**src/rtl/rf_pkg.sv**
```systemverilog
// Shared types and constants for the register-file write-port arbiter.
// Used by rf_rr_grant and rf_wport_arb.
package rf_pkg;
  localparam int REG_WIDTH      = 32;
  localparam int REG_ADDR_WIDTH = 4;
  localparam int NREG           = 16;
  localparam logic [REG_ADDR_WIDTH-1:0] PC_IDX = 4'hF;

  typedef struct packed {
    logic                      we;
    logic [REG_ADDR_WIDTH-1:0] ws;
    logic [REG_WIDTH-1:0]      wd;
  } rf_wr_t;
endpackage

```
**src/rtl/rf_rr_grant.sv**
```systemverilog
// One-hot grant for the write-port requesters.
// RF_RR_ARB_EN selects round-robin with a pointer; otherwise index 0 wins.
module rf_rr_grant #(
  parameter int NREQ = 3
) (
`ifdef RF_RR_ARB_EN
  input  logic            clk,
`endif
  input  logic            resetn,
  input  logic            stall,
  input  logic [NREQ-1:0] req_valid,
  output logic [NREQ-1:0] grant
);

`ifdef RF_RR_ARB_EN
  localparam int PW = (NREQ > 1) ? $clog2(NREQ) : 1;

  logic [PW-1:0] ptr_q, ptr_d;
  logic          found;
  int            idx;

  always_comb begin
    grant = '0;
    ptr_d = ptr_q;
    found = 1'b0;
    idx   = 0;
    for (int k = 0; k < NREQ; k++) begin
      idx = int'(ptr_q) + k;
      if (idx >= NREQ) idx = idx - NREQ;
      if (!found && req_valid[idx]) begin
        found      = 1'b1;
        grant[idx] = 1'b1;
        ptr_d      = (idx == NREQ - 1) ? '0 : PW'(idx + 1);
      end
    end
    if (!resetn || stall) begin
      grant = '0;
      ptr_d = ptr_q;
    end
  end

  always_ff @(posedge clk) begin
    if (!resetn) ptr_q <= '0;
    else         ptr_q <= ptr_d;
  end
`else
  logic found;

  always_comb begin
    grant = '0;
    found = 1'b0;
    for (int i = 0; i < NREQ; i++) begin
      if (!found && req_valid[i]) begin
        found    = 1'b1;
        grant[i] = 1'b1;
      end
    end
    if (!resetn || stall) grant = '0;
  end
`endif

endmodule

```
**src/rtl/rf_wport_arb.sv**
```systemverilog
// Register-file write-port arbiter: grant, registered write, PC divert, RAW hazard flags.
// Arbitration policy set by RF_RR_ARB_EN (round-robin) or its absence (fixed priority).
module rf_wport_arb #(
  parameter int NREQ           = 3,
  parameter int REG_WIDTH      = 32,
  parameter int REG_ADDR_WIDTH = 4
) (
  input  logic                           clk,
  input  logic                           resetn,
  input  logic                           wb_stall,
  input  logic [NREQ-1:0]                req_valid,
  output logic [NREQ-1:0]                req_ready,
  input  logic [NREQ*REG_ADDR_WIDTH-1:0] req_ws,
  input  logic [NREQ*REG_WIDTH-1:0]      req_wd,
  input  logic [REG_ADDR_WIDTH-1:0]      rd_rs1,
  input  logic [REG_ADDR_WIDTH-1:0]      rd_rs2,
  output logic                           rf_we,
  output logic [REG_ADDR_WIDTH-1:0]      rf_ws,
  output logic [REG_WIDTH-1:0]           rf_wd,
  output logic                           pc_we,
  output logic [REG_WIDTH-1:0]           pc_wd,
  output logic                           hz1,
  output logic                           hz2
);
  import rf_pkg::*;

  rf_wr_t                      wr_q, wr_d;
  logic                        pc_we_q, pc_we_d;
  logic [REG_WIDTH-1:0]        pc_wd_q, pc_wd_d;
  logic [REG_ADDR_WIDTH-1:0]   sel_ws;
  logic [REG_WIDTH-1:0]        sel_wd;
  logic                        xfer;

  rf_rr_grant #(.NREQ(NREQ)) u_grant (
`ifdef RF_RR_ARB_EN
    .clk       (clk),
`endif
    .resetn    (resetn),
    .stall     (wb_stall),
    .req_valid (req_valid),
    .grant     (req_ready)
  );

  always_comb begin
    sel_ws = '0;
    sel_wd = '0;
    for (int i = 0; i < NREQ; i++) begin
      if (req_ready[i]) begin
        sel_ws = req_ws[i*REG_ADDR_WIDTH +: REG_ADDR_WIDTH];
        sel_wd = req_wd[i*REG_WIDTH +: REG_WIDTH];
      end
    end
  end

  assign xfer = |(req_valid & req_ready);

  // Writes to the PC index never touch the regfile port.
  always_comb begin
    wr_d    = wr_q;
    wr_d.we = 1'b0;
    pc_we_d = 1'b0;
    pc_wd_d = pc_wd_q;
    if (xfer) begin
      if (sel_ws == PC_IDX) begin
        pc_we_d = 1'b1;
        pc_wd_d = sel_wd;
      end else begin
        wr_d.we = 1'b1;
        wr_d.ws = sel_ws;
        wr_d.wd = sel_wd;
      end
    end
  end

  always_ff @(posedge clk) begin
    if (!resetn) begin
      wr_q    <= '0;
      pc_we_q <= 1'b0;
      pc_wd_q <= '0;
    end else begin
      wr_q    <= wr_d;
      pc_we_q <= pc_we_d;
      pc_wd_q <= pc_wd_d;
    end
  end

  assign rf_we = wr_q.we;
  assign rf_ws = wr_q.ws;
  assign rf_wd = wr_q.wd;
  assign pc_we = pc_we_q;
  assign pc_wd = pc_wd_q;

  assign hz1 = resetn && wr_q.we && (rd_rs1 == wr_q.ws) && (rd_rs1 != PC_IDX);
  assign hz2 = resetn && wr_q.we && (rd_rs2 == wr_q.ws) && (rd_rs2 != PC_IDX);

endmodule
```
**config.mk**
```make
export PLATFORM = sky130hd
export DESIGN_NAME = rf_wport_arb
export DESIGN_NICKNAME = d
export VERILOG_FILES = /design/src/rtl/rf_pkg.sv /design/src/rtl/rf_rr_grant.sv /design/src/rtl/rf_wport_arb.sv
export SDC_FILE = /design/constraint.sdc
export NUM_CORES = 1
export LEC_CHECK = 0
export ABC_AREA = 1
export CAP_MARGIN = 20
export CORE_MARGIN = 5
export CORE_UTILIZATION = 44
export DETAILED_ROUTE_END_ITERATION = 6
export PLACE_DENSITY = 0.87
export SETUP_SLACK_MARGIN = 0.1
export SLEW_MARGIN = 10
export SYNTH_ARGS = -nofsm -noshare
export SYNTH_HDL_FRONTEND = slang
export SYNTH_HIERARCHICAL = 1
export SYNTH_SLANG_ARGS = --single-unit
export TNS_END_PERCENT = 10
```
**constraint.sdc**
```tcl
create_clock -name clk -period 3.8 [get_ports clk]
set_input_delay 0.57 -clock clk [delete_from_list [all_inputs] [get_ports clk]]
set_output_delay 0.57 -clock clk [all_outputs]
set_load 0.005 [all_outputs]
```
# == Word-level counts from Yosys, hierarchy flattened ==
# Index checks and enable logic that the tools add are counted.
# totals
reg_bits,70
latchBits,0
ramBits,0
mem_bits_ro,0
wordCells,40
n_memories,0
# op_classes
addsub,0
multipliers,0
div_mod_pow,0
order_cmp,0
n_eq_ne,5
shifts,0
muxes,13
bitwise_logic,2
n_reduce_logical,15
# ops
cell,n
$mux 32,3
$mux 37,1
$mux 4,3
$eq 4x4->1,2
$ne 4x4->1 const B,2
$logic_and 1x1->1,7
$reduce_and 2->1,3
$mux 1,5
$eq 4x4->1 const B,1
$and 3x3->3,1
$logic_not 1->1,3
$mux 3,1
$reduce_or 3->1,1
$logic_or 1x1->1,1
$not 1->1,1

# == Depth between registers and ports, before layout ==
# depth
depth_word,14
mapped_depth,15

# == Modules after synthesis ==
# Netlist, hierarchy kept.
# modules_own_cells
mod,instances,cells_per_inst,area_per_inst_um2,seq_area_each_um2
rf_wport_arb,1,633,3853.7,1401.3
rf_rr_grant,1,9,36.3,0.0

# == Worst setup path after synthesis ==
# No wires, ideal clock.
# synth_timing
path_kind,input to register
start,in wb_stall
end,reg wr_q (netlist bit rf_wd[1])
setup_time_ps,113
arrival_ps,1956
t_required_ps,3687
slack_ps,1731
path_stages,14
path_cell_list,inv_1 nand2_1 nor2_1 buf_4 nand3_1 nand2_1 nand2_1 nor2_4 nand2_2 nand2_2 buf_4 nand2_1 nand2_1 nor2_1
# synth_between
elab_chain_len,8
# synth_lines
item,line_no,rtl
"start, declared",rf_wport_arb.sv:10,"input logic wb_stall,"
$logic_or 1x1->1 (*),rf_rr_grant.sv:58,if (!resetn || stall) grant = '0;
$mux 3 (*),rf_rr_grant.sv:58,
net req_ready[0],rf_wport_arb.sv:12,"output logic [NREQ-1:0] req_ready,"
$mux 4 (3 in a row),rf_wport_arb.sv:48,if (req_ready[i]) begin
$eq 4x4->1,rf_wport_arb.sv:64,if (sel_ws == PC_IDX) begin
$not 1->1 (no line),n/a,
$reduce_and 2->1 (no line),n/a,
"end signal, assigned",rf_wport_arb.sv:81,wr_q <= wr_d;
"end, declared",rf_wport_arb.sv:27,"rf_wr_t wr_q, wr_d;"
# Mark *: on every way through the listed nets, which the timed path passes. The rest lies on a longest branch.
# A chain may end at the register's enable or synchronous reset.

# == Worst setup path in the final report ==
# layout_timing
start,in wb_stall
end,out req_ready[1]
# layout_between
elab_chain_len,2
# layout_lines
item,line_no
$logic_or 1x1->1,rf_rr_grant.sv:58
$mux 3,rf_rr_grant.sv:58
"end, declared",rf_wport_arb.sv:12
# No other way between the ends.

==> reports/metrics.yaml <==
syn_area_sq_mm: 0.00389
wl_met1_um: 5310
post_cts_buffers: 0
antenna_found_initial: 0
synth_warnings: 6
cts.reportedPaths.clkPinSlew_ps: 80
place_congestion: 0.842
clk_latency_ps: 330
rsz0062_at_grt: "no"
ir_worst_vdd_mv: 0.162
timing.final.crit_share: 0.859
ant_nets: 0
syn2layout_area_growth_pct: 56.7
crit_chain: "clkdlybuf4s50_1, inv_1, nand2_1, nor2_4, buf_4, clkdlybuf4s50_1"
nets: 939
clk_root_buffer_cell: "clkbuf_8"
cpMostUsedCell: "clkdlybuf4s50_1"
cpMaxStageDelayCell: "clkdlybuf4s50_1"
drt_iter0_drc: 219
path_class: "input pin to output pin"
ys_seq_area_frac: 0.360
post_cts_resized: 0
yosys.cell_types.count: 27
die_h_um: 104
dieWidth_um: 104
status: "complete, no violations"
layout-drive-gt1-share: 0.0560
fmax_ghz: 0.306
final_cells: 930
period_needed_ps: 3260
cp_max_fo: 27
cts_max_path_buffers: 2
drv_cap: 0
drv_slew: 0
num_vias: 4667
dp_hpwl_um: 10100
dr.pass1.iters: 4
die-area_sq_mm: 0.0108
end_kind: "output pin"
postCtsHoldBufs: 0
synth_seq_cells: 70
clock_skew_ps: 0
grt_usage: 0.249
clock_sink_count: 70
path_buf_inv: 4
synth_top_cell_by_area: "dfxtp_1"
setup-violations-final: 0
grt_pass1_vias: 4567
synth_top_area_share: 0.360
arrival_ps: 2690
grt_pass1_wl_um: 22400
routed.top_layer: "met4"
dp_cells: 914
cp_slowest_stage_delay_ps: 570
hold_class: "register to register"
drcViolationCount: 0
setup_tns_ps: 0
relSlewSlack: 0.510
syn_avg_cell_area_sq_um: 6.06
antenna_cells: 0
p_per_area_mw_per_mm2: 293
grt_max_degree: 72
rows: 34
overflow: 0
initial_core_util: 0.448
totalWireLength_um: 13700
wl_met2_um: 6560
syn_inst: 642
cp-start-kind: "input pin"
layout_common_cells: "clkdlybuf4s50_1 (195), nand2_1 (192), nor2_1 (120)"
io_buffers: 196
wl_met3_um: 1510
coreArea_sq_mm: 0.00868
ios: 197
cts_tree: "yes"
hold_viol_final: 0
worstPathRequired_ps: 3230
cts-buffers-inserted: 9
synth.top_cells.by_area: "dfxtp_1 (36%), nand2_1 (19%), nor2_1 (12%)"
vias_per_cell: 5.02
synth.net_count: 764
final_common_cell: "clkdlybuf4s50_1"
wl_per_cell_um: 14.7
cpLargestDelayFamily: "buffers and inverters"
htree_num_levels: 3
p_leak_uw: 0.00280
tightestPinTransition_ps: 735
-- cell type report --
type,instances,area [sq um]
Fill cell,717,2580
Timing Repair Buffer,206,2030
Multi-Input combinational cell,456,2020
Sequential cell,70,1400
Inverter,74,278
Clock buffer,11,151
Tap cell,108,135
Clock inverter,5,81.3
-- synthesized netlist by cell type, drive strengths merged --
master / instances
nand4: 13
or2: 5
xnor2: 3
nand2: 194
a22oi: 7
clkbuf: 17
nand3: 28
xor2: 1
a21oi: 53
o21ai: 19
o22ai: 6
nor4: 2
buf: 25
dfxtp: 70
inv: 74
nor2: 125
-- routing by layer --
layer / vias up / global-route usage
met5: - / 0
met4: 0 / 0.0925
met3: 23 / 0.0956
met2: 248 / 0.434
met1: 2069 / 0.273
li1: 2327 / -
-- power by group --
part | internal, uW | total, uW | switching (uW)
sequential | 755 | 769 | 13.6
clock | 406 | 690 | 284
combinational | 193 | 329 | 136
total | 1350 | 1790 | 434
-- metrics by stage --
step | hold slack, ps | util | total power (uW) | area, sq um | worst slack (ps)
2_1_floorplan | 475 | - | 909 | 3890 | 1730
6_report | 483 | 0.702 | 1790 | 6100 | 536
3_5_place_dp | 468 | 0.676 | 1110 | 5860 | 482
5_1_grt | 520 | 0.702 | 1880 | 6100 | 406
4_1_cts | 487 | 0.702 | 1810 | 6100 | 547
3_3_place_gp | 463 | 0.676 | 1110 | 5860 | 611
-- flip-flops by register name, summed over array words and instances (netlist names) --
signal / count
pc_wd: 32
pc_we: 1
rf_wd: 32
rf_we: 1
rf_ws: 4
-- final timing paths --
path	cells past startpoint	slack [ps]	startpoint	end
min	2	480	rf_wd[5]$_SDFFE_PN0P_	rf_wd[5]$_SDFFE_PN0P_
max reg2reg	4	3000	rf_ws[0]$_SDFFE_PN0P_	rf_ws[0]$_SDFFE_PN0P_
min reg2reg	2	480	rf_wd[5]$_SDFFE_PN0P_	rf_wd[5]$_SDFFE_PN0P_
max	6	540	wb_stall	req_ready[1]
-- worst register-to-register path, cell delays in order (launching register included) --
cell	delay [ps]
dfxtp_1	410
inv_1	100
nand2_1	70
nand2_1	60
nor2_1	100
-- kinds of logic (layout without fill, tap and decap cells) --
family,after synthesis,after routing,share of synthesized area
AO/OA/AOI/OAI,85,85,0.116
XOR/XNOR,4,4,0.00901
AND/OR/NAND/NOR,367,367,0.390
flip-flops,70,70,0.360
buffers and inverters,116,296,0.124
No activity file was read; power rests on OpenSTA's default activity.
